--- src/rtl/quick_rs232_tx_feeder_if.sv ---
// quick_rs232_tx_feeder_if
//   Handshake between the byte feeder and the quick_rs232 transmitter.
//   master : the feeder (drives transaction/data/ready, observes copied/busy)
//   slave  : the transmitter
// Signals:
//   tx_transaction  feeder -> tx  : keep the line owned between bytes
//   tx_data[7:0]    feeder -> tx  : byte on offer
//   tx_data_ready   feeder -> tx  : tx_data is valid
//   tx_data_copied  tx -> feeder  : one-cycle pulse, byte taken
//   tx_busy         tx -> feeder  : transmitter still shifting
interface quick_rs232_tx_feeder_if;
    logic       tx_transaction;
    logic [7:0] tx_data;
    logic       tx_data_ready;
    logic       tx_data_copied;
    logic       tx_busy;

    modport master (
        output tx_transaction,
        output tx_data,
        output tx_data_ready,
        input  tx_data_copied,
        input  tx_busy
    );

    modport slave (
        input  tx_transaction,
        input  tx_data,
        input  tx_data_ready,
        output tx_data_copied,
        output tx_busy
    );
endinterface

--- src/rtl/quick_rs232_tx_feeder.sv ---
// quick_rs232_tx_feeder
//   Power-of-two byte FIFO feeding the quick_rs232 transmitter handshake so that
//   bursts of writes become a back-to-back serial stream. tx_transaction is held
//   across short gaps and released IDLE_TIMEOUT clocks after the FIFO drains and
//   the transmitter is no longer busy.
// Parameters:
//   DEPTH         FIFO entries (power of two, >= 2)
//   IDLE_TIMEOUT  clocks tx_transaction lingers after draining (0 = drop at once)
// Ports:
//   clk, rst      clock, synchronous active-low reset
//   wr_en/wr_data one byte per cycle write port; dropped when full
//   full, level   decoded from the registered occupancy count
//   tx            quick_rs232_tx_feeder_if.master handshake to the transmitter
//   overflow, overflow_clr  sticky write-while-full flag and its clear; present
//                 only when QUICK_RS232_TX_FEEDER_OVERFLOW_EN is defined
module quick_rs232_tx_feeder #(
    parameter int unsigned DEPTH        = 16,
    parameter int unsigned IDLE_TIMEOUT = 4340
) (
    input  logic                      clk,
    input  logic                      rst,
    input  logic                      wr_en,
    input  logic [7:0]                wr_data,
    output logic                      full,
    output logic [$clog2(DEPTH):0]    level,
    quick_rs232_tx_feeder_if.master   tx
`ifdef QUICK_RS232_TX_FEEDER_OVERFLOW_EN
    ,
    output logic                      overflow,
    input  logic                      overflow_clr
`endif
);

    localparam int unsigned AW = $clog2(DEPTH);
    localparam int unsigned CW = AW + 1;
    // Width large enough to hold IDLE_TIMEOUT; at least one bit.
    localparam int unsigned TW = (IDLE_TIMEOUT > 0) ? $clog2(IDLE_TIMEOUT + 1) : 1;

    typedef enum logic [1:0] {
        StIdle,
        StOffer,
        StGap,
        StLinger
    } state_e;

    state_e          state;
    logic [7:0]      mem [DEPTH];
    logic [AW-1:0]   wr_ptr;
    logic [AW-1:0]   rd_ptr;
    logic [CW-1:0]   count;
    logic [TW-1:0]   idle_cnt;
    logic            empty;
    logic            push;
    logic            pop;

    assign full  = (count == CW'(DEPTH));
    assign empty = (count == '0);
    assign level = count;

    // A write while full is dropped even if a pop frees a slot on the same edge.
    assign push = wr_en && !full;
    // Every state except OFFER takes the head byte as soon as one is available.
    assign pop  = !empty && (state != StOffer);

    // Storage is not reset: stale entries are unreachable once pointers clear.
    always_ff @(posedge clk) begin
        if (push) begin
            mem[wr_ptr] <= wr_data;
        end
    end

    always_ff @(posedge clk) begin
        if (!rst) begin
            wr_ptr <= '0;
            rd_ptr <= '0;
            count  <= '0;
        end else begin
            if (push) begin
                wr_ptr <= wr_ptr + 1'b1;
            end
            if (pop) begin
                rd_ptr <= rd_ptr + 1'b1;
            end
            count <= count + CW'(push) - CW'(pop);
        end
    end

    always_ff @(posedge clk) begin
        if (!rst) begin
            state             <= StIdle;
            tx.tx_transaction <= 1'b0;
            tx.tx_data_ready  <= 1'b0;
            tx.tx_data        <= 8'h00;
            idle_cnt          <= '0;
        end else begin
            unique case (state)
                StIdle: begin
                    if (pop) begin
                        tx.tx_data        <= mem[rd_ptr];
                        tx.tx_data_ready  <= 1'b1;
                        tx.tx_transaction <= 1'b1;
                        state             <= StOffer;
                    end
                end
                StOffer: begin
                    if (tx.tx_data_copied) begin
                        tx.tx_data_ready <= 1'b0;
                        state            <= StGap;
                    end
                end
                StGap: begin
                    if (pop) begin
                        tx.tx_data       <= mem[rd_ptr];
                        tx.tx_data_ready <= 1'b1;
                        state            <= StOffer;
                    end else begin
                        idle_cnt <= TW'(IDLE_TIMEOUT);
                        state    <= StLinger;
                    end
                end
                StLinger: begin
                    if (pop) begin
                        tx.tx_data       <= mem[rd_ptr];
                        tx.tx_data_ready <= 1'b1;
                        state            <= StOffer;
                    end else if (idle_cnt == '0 && !tx.tx_busy) begin
                        tx.tx_transaction <= 1'b0;
                        state             <= StIdle;
                    end else if (idle_cnt != '0) begin
                        idle_cnt <= idle_cnt - 1'b1;
                    end
                end
                default: begin
                    state <= StIdle;
                end
            endcase
        end
    end

`ifdef QUICK_RS232_TX_FEEDER_OVERFLOW_EN
    // Set has priority over clear so a concurrent event is never lost.
    always_ff @(posedge clk) begin
        if (!rst) begin
            overflow <= 1'b0;
        end else if (wr_en && full) begin
            overflow <= 1'b1;
        end else if (overflow_clr) begin
            overflow <= 1'b0;
        end
    end
`endif

endmodule

--- src/flat_wrapper.sv ---
// flat-port wrapper written by rule: the top's interface ports become plain ports
module quick_rs232_tx_feeder_flat 
#(
    parameter int unsigned DEPTH        = 16,
    parameter int unsigned IDLE_TIMEOUT = 4340
)
  (clk, rst, wr_en, wr_data, full, level, tx_tx_transaction, tx_tx_data, tx_tx_data_ready, tx_tx_data_copied, tx_tx_busy);
  quick_rs232_tx_feeder_if tx_i ();
  input  logic clk;
  input  logic rst;
  input  logic wr_en;
  input  logic [7:0] wr_data;
  output logic full;
  output logic [$clog2(DEPTH):0] level;
  output wire logic [$bits(tx_i.tx_transaction)-1:0] tx_tx_transaction;
  output wire logic [$bits(tx_i.tx_data)-1:0] tx_tx_data;
  output wire logic [$bits(tx_i.tx_data_ready)-1:0] tx_tx_data_ready;
  input wire logic [$bits(tx_i.tx_data_copied)-1:0] tx_tx_data_copied;
  input wire logic [$bits(tx_i.tx_busy)-1:0] tx_tx_busy;
  assign tx_tx_transaction = tx_i.tx_transaction;
  assign tx_tx_data = tx_i.tx_data;
  assign tx_tx_data_ready = tx_i.tx_data_ready;
  assign tx_i.tx_data_copied = tx_tx_data_copied;
  assign tx_i.tx_busy = tx_tx_busy;
  quick_rs232_tx_feeder #(.DEPTH(DEPTH), .IDLE_TIMEOUT(IDLE_TIMEOUT)) u_core (.clk(clk), .rst(rst), .wr_en(wr_en), .wr_data(wr_data), .full(full), .level(level), .tx(tx_i));
endmodule
--- config.mk ---
export PLATFORM = sky130hd
export DESIGN_NAME = quick_rs232_tx_feeder_flat
export DESIGN_NICKNAME = d
export VERILOG_FILES = /design/src/rtl/quick_rs232_tx_feeder_if.sv /design/src/rtl/quick_rs232_tx_feeder.sv /design/src/flat_wrapper.sv
export SDC_FILE = /design/constraint.sdc
export NUM_CORES = 1
export LEC_CHECK = 0
export BUFFER_PORTS_ARGS = -buffer_cell sky130_fd_sc_hd__buf_2
export CORE_MARGIN = 1.5
export CORE_UTILIZATION = 49
export DETAILED_ROUTE_END_ITERATION = 10
export PLACE_DENSITY = 0.65
export SYNTH_ARGS = -nofsm -noshare
export SYNTH_HDL_FRONTEND = slang
export SYNTH_SLANG_ARGS = --single-unit
--- constraint.sdc ---
create_clock -name clk -period 2.6 [get_ports clk]
set_clock_uncertainty 0.15 [all_clocks]
set_input_delay 0.13 -clock clk [delete_from_list [all_inputs] [get_ports clk]]
set_output_delay 0.13 -clock clk [all_outputs]
set_load 0.01 [all_outputs]
Yosys cells after proc, flatten, opt, wreduce, memory -nomap -nowiden

Memories as Yosys holds them, arrays and structs flattened. A register that Yosys moved wholly into a read port is not among the register bits.
Index checks and enable logic that the tools add are counted.

Bits of input ports: 13
RAM bits: 128
Memories: 1
Flip-flop bits (word level): 30

Memory list:

| name       | words | bits a word | rd ports | clocked after memory_dff | write ports | RTL line                    | RTL |
|---|---|---|---|---|---|---|---|
| u_core.mem | 16    | 8           | 1        | 1                        | 1           | quick_rs232_tx_feeder.sv:47 | `logic [7:0] mem [DEPTH];` |

$add $sub $neg: 5
Reduce and logical (&&, ||, !) cells: 19
Muxes and demuxes: 19
Eq/ne operators: 14

Operator list:

| kind                    | count |
|---|---|
| $mux W13                | 4 |
| $pmux W13 S2            | 1 |
| $logic_not A13 Y1       | 1 |
| $reduce_bool A13 Y1     | 1 |
| $sub A13 B1 Y13 const B | 1 |
| $mux W2                 | 5 |
| $ne A2 B1 Y1 const B    | 5 |
| $add A4 B1 Y4 const B   | 2 |
| $ne A2 B2 Y1 const B    | 4 |
| $pmux W2 S4             | 1 |
| $mux W1                 | 6 |
| $add A5 B1 Y5           | 1 |
| $eq A5 B5 Y1 const B    | 1 |
| $logic_not A5 Y1        | 1 |
| $reduce_and A5 Y1       | 1 |
| $sub A5 B1 Y5           | 1 |
| $eq A2 B2 Y1 const B    | 2 |
| $logic_not A1 Y1        | 4 |
| $pmux W1 S2             | 2 |
| $reduce_and A2 Y1       | 2 |
| $reduce_and A4 Y1       | 1 |
| $reduce_bool A2 Y1      | 2 |
| $logic_and A1 B1 Y1     | 3 |
| $ne A3 B1 Y1 const B    | 1 |
| 4 further kinds         | 4 |

Logic depth before layout (Yosys ltp)

Word-level depth: 5
Depth in mapped cells: 13

Worst setup path before layout

OpenSTA, ideal clock, no wires.

Path kind: reg-to-reg
Start: register u_core.count[3] (netlist: u_core.level[3])
End: register u_core.count[4] (netlist: u_core.level[4])
Slack: -0.205 ns
Setup time: 0.128 ns
Clock period less this slack: 2.805 ns
Stages on the path, launching flop included: 14
Data required time: 2.322 ns
Arrival: 2.528 ns
Path through: dfxtp_1 inv_1 ha_1 or4b_1 nand2_1 inv_1 ha_1 inv_1 ha_1 fa_1 a21oi_1 o21bai_1 xnor2_1 nor2_1

Elaborated cells between the ends (all ways): 8
Those cells by class: 2 x add/sub; 1 x eq/ne; 5 x reduce/logical

RTL lines:

| element                | RTL line                    | RTL |
|---|---|---|
| from (decl)            | quick_rs232_tx_feeder.sv:50 | `logic [CW-1:0] count;` |
| from (signal assigned) | quick_rs232_tx_feeder.sv:84 | `count <= count + CW'(push) - CW'(pop);` |
| $logic_not A5 Y1       | quick_rs232_tx_feeder.sv:57 | `assign empty = (count == '0);` |
| $logic_not A1 Y1       | quick_rs232_tx_feeder.sv:63 | `assign pop = !empty && (state != StOffer);` |
| $logic_and A1 B1 Y1    | quick_rs232_tx_feeder.sv:63 |  |
| via u_core.pop         | quick_rs232_tx_feeder.sv:54 | `logic pop;` |
| $sub A5 B1 Y5          | quick_rs232_tx_feeder.sv:84 |  |

The timed path passes the listed nets, and every way through them passes these cells.
A chain may end at the register's enable or synchronous reset.

Worst setup path in the final report

Start: register u_core.count[2] (netlist: u_core.level[2])
End: register u_core.count[4] (netlist: u_core.level[4])

Same word-level chain as after synthesis.

==> flow_metrics.tcl <==
set metrics [dict create \
    cts_tree "yes" \
    r2r_end "u_core.level[4]$_SDFF_PN0_" \
    core_area_sq_mm 0.0138 \
    antenna_left 0 \
    timing.hold.ws_ps 15.5 \
    fp.dieW_microns 122 \
    routabilityCongestion 0.824 \
    routed_wl_mm 14.2 \
    multi_input_area_sq_mm 0.00218 \
    dp_hpwl_mm 9.17 \
    drt_iter0_drc 349 \
    use_met3_pct 5.38 \
    end_kind "flip-flop" \
    synthCells 441 \
    fin_area_sq_mm 0.00827 \
    setup_violations 0 \
    grt_use_met1_pct 26.9 \
    regArea_sq_mm 0.00461 \
    finalMaxSlewViolations 0 \
    clock-sinks 166 \
    async_flop_share_pct 0 \
    holdCritPathClass "input pin to flip-flop" \
    wl_per_cell_microns 19.9 \
    synth-adder-area-share_pct 2.65 \
    post_dp_cell_area_sq_mm 0.00753 \
    crit_start "u_core.level[2]$_SDFF_PN0_" \
    fp-row-count 43 \
    use_met2_pct 35.5 \
    die_height_microns 122 \
    finalSetupTns_ps 0 \
    synth-seq-area-share_pct 66.8 \
    synth_compound_area_share_pct 5.46 \
    post-route-period-util_pct 100 \
    arrival_ps 2750 \
    rrSetupSlack_ps 0.3 \
    fmax_mhz 385 \
    crit_type "flip-flop to flip-flop" \
    n_fill_cell 1018 \
    dieArea_sq_mm 0.0148 \
    port_buffers 28 \
    synth_edf_count 128 \
    rsz0062_at_grt "yes" \
    yosysWarnings 0 \
    initial_utilization_pct 49.8 \
    synthXorXnorAreaFrac_pct 1.27 \
    clk_transition_reported_paths_ps 60 \
    synth_area_sq_mm 0.00689 \
    maxCapViolCount 0 \
    avgSynthCellArea_sq_um 15.6 \
    ys_types 50 \
    fin_nets 547 \
    p_leak_nw 2.86 \
    syn_nets 468 \
    finalCriticalPeriod_ps 2600 \
    worstSkewPairLatency_ps 420 \
    hold_viol 0 \
    rr_startpoint "u_core.level[2]$_SDFF_PN0_" \
    maxSlewHeadroom_pct 66.6 \
    grt_overflow 0 \
    ioPinCount 29 \
    antenna_found_initial 0 \
    grt_max_degree 35 \
    ys_seq_elements 166 \
    synth_top_family_by_area "multiplexers" \
    grt_pass1_wl_mm 22.6 \
    antenna_cells 0 \
    synth-simple-area-share_pct 8.44 \
    yosys-mux-area-fraction_pct 12.9 \
    syn_to_final_growth_pct 20.0 \
    synth-main-ff-cell "edfxtp_1" \
    drtPass1Iterations 5 \
    cts_inserted_buffers 17 \
    drive_above_1_share_pct 30.0 \
    dr_total_vias 4084 \
    r2r_cells 13 \
    irDropWorstVdd_mv 0.480 \
    worstMarginPinSlew_ps 497 \
    cts_max_level 4 \
    routed_via_density 5.75 \
    cts_root_buffer "clkbuf_16" \
    grt_usage_pct 21.0 \
    grt_pass1_vias 4215 \
    route.detailed.drc 0 \
    cp-start-kind "flip-flop" \
    cp_max_fo 2 \
    cts_buffer_depth 2 \
    cp.required_ps 2750 \
    p_per_area_mw_per_mm2 949 \
    top_usage_layer "met2" \
    crit_end "u_core.level[4]$_SDFF_PN0_" \
    status "finished clean" \
]
-- flip-flops by register name, indices dropped and copies added, names as in the netlist --
register,flops
u_core.state,2
u_core.tx.tx_data_ready,1
u_core.tx.tx_data,8
u_core.level,5
u_core.rd_ptr,4
u_core.tx.tx_transaction,1
u_core.wr_ptr,4
u_core.idle_cnt,13
u_core.mem,128
-- report_power, final --
group | internal [W] | switching, W | total, W | leakage [nW]
sequential | 0.00306 | 0.000156 | 0.00322 | 1.47
clock | 0.00150 | 0.000989 | 0.00249 | 0.282
combinational | 0.00109 | 0.00104 | 0.00214 | 1.11
total | 0.00566 | 0.00219 | 0.00785 | 2.86
-- placed cells by master (no fill, tap or decap), drive strengths merged, types with 5 or more instances in the layout --
cell type    instances
edfxtp             128
buf                 74
dfxtp               38
nor2                33
mux4                32
inv                 20
clkbuf              18
nand3               17
mux2i               17
nand2               16
nor3                14
ha                  13
dlygate4sd3         10
a21oi               10
o21ai                8
o221ai               8
xnor2                7
a31oi                6
and2                 5
-- worst max-delay path, cell delays in order, from the launching register on --
cell and delay (ps):
dfxtp_2 320, inv_2 80, ha_4 130, or4b_4 480
nand2_4 100, inv_4 40, ha_4 250, inv_2 40
ha_4 150, fa_2 350, a21oi_2 130, o21bai_1 90
xnor2_1 140, nor2_1 50
-- per-layer routing --
metal / vias to the layer above / routed length, microns
met1: 2074 / 6010
met3: 12 / 666
li1: 1874 / -
met5: - / 0
met2: 124 / 7360
met4: 0 / 125
-- cells by family after synthesis --
kind of cell | count (synthesis)
compound gates | 51
xor+xnor | 10
fa+ha+maj | 14
buf+inv | 41
flops | 166
mux | 49
simple gates | 110
-- final cells by class --
cell class,count,area share (%)
clock buffer,18,5.19
multi-input combinational,234,26.4
tap,180,2.72
inverter,17,0.832
clock inverter,11,1.85
timing repair buffer,84,7.23
sequential,166,55.8
-- stage by stage --
step / util [%] / total power (W) / setup slack (ps) / instances
finish: 59.8 / 0.00785 / 0.326 / 710
global route: 59.8 / 0.00823 / -131 / 710
CTS: 59.7 / 0.00788 / -18.6 / 709
detailed placement: 54.5 / 0.00532 / -47.5 / 666
global placement: 54.5 / 0.00528 / -10.1 / 666
floorplan: - / 0.00464 / -24.8 / 441
-- synthesized netlist by cell type (3+ instances only) --
cell type	count	area share, %
inv_1	17	0.93
xnor2_1	7	0.89
or4_1	4	0.44
nand2b_1	4	0.36
nor2_1	32	1.7
nand3_1	17	1.2
ha_1	13	2.4
and2_1	5	0.45
o21ai_0	8	0.58
xor2_1	3	0.38
o311ai_0	3	0.38
dfxtp_1	38	11
edfxtp_1	128	56
a31oi_1	6	0.54
a21oi_1	10	0.73
mux2i_1	17	2.5
buf_1	3	0.16
mux4_2	32	10
nand2_1	16	0.87
buf_2	5	0.36
clkbuf_1	15	0.82
o221a_2	3	0.49
o221ai_1	8	1.0
nor3_1	14	1.0
-- what timing repair did --
action,CTS,global route
endpoints found under the setup margin,1,2
hold buffers,10,0
hold endpoints to repair,132,0
gates resized for setup,2,1
buffers inserted,4,1
pin swaps,6,1
-- worst min-delay path by stage --
| stage | start | end | slack (ps) | cells after the start |
|---|---|---|---|---|
| 6_report | rst | u_core.tx.tx_transaction$_SDFFE_PN0P_ | 20 | 3 |
| 5_1_grt | rst | u_core.tx.tx_transaction$_SDFFE_PN0P_ | 10 | 3 |
| 4_1_cts | rst | u_core.tx.tx_transaction$_SDFFE_PN0P_ | 1 | 3 |
| 3_5_place_dp | tx_tx_data_copied | u_core.state[1]$_SDFFE_PN0P_ | 240 | 3 |
| 3_3_place_gp | tx_tx_data_copied | u_core.state[1]$_SDFFE_PN0P_ | 240 | 3 |
| 2_1_floorplan | wr_data[0] | u_core.mem[0][0]$_DFFE_PP_ | 80 | 0 |
Note: power is estimated with default switching activity, not from simulation.
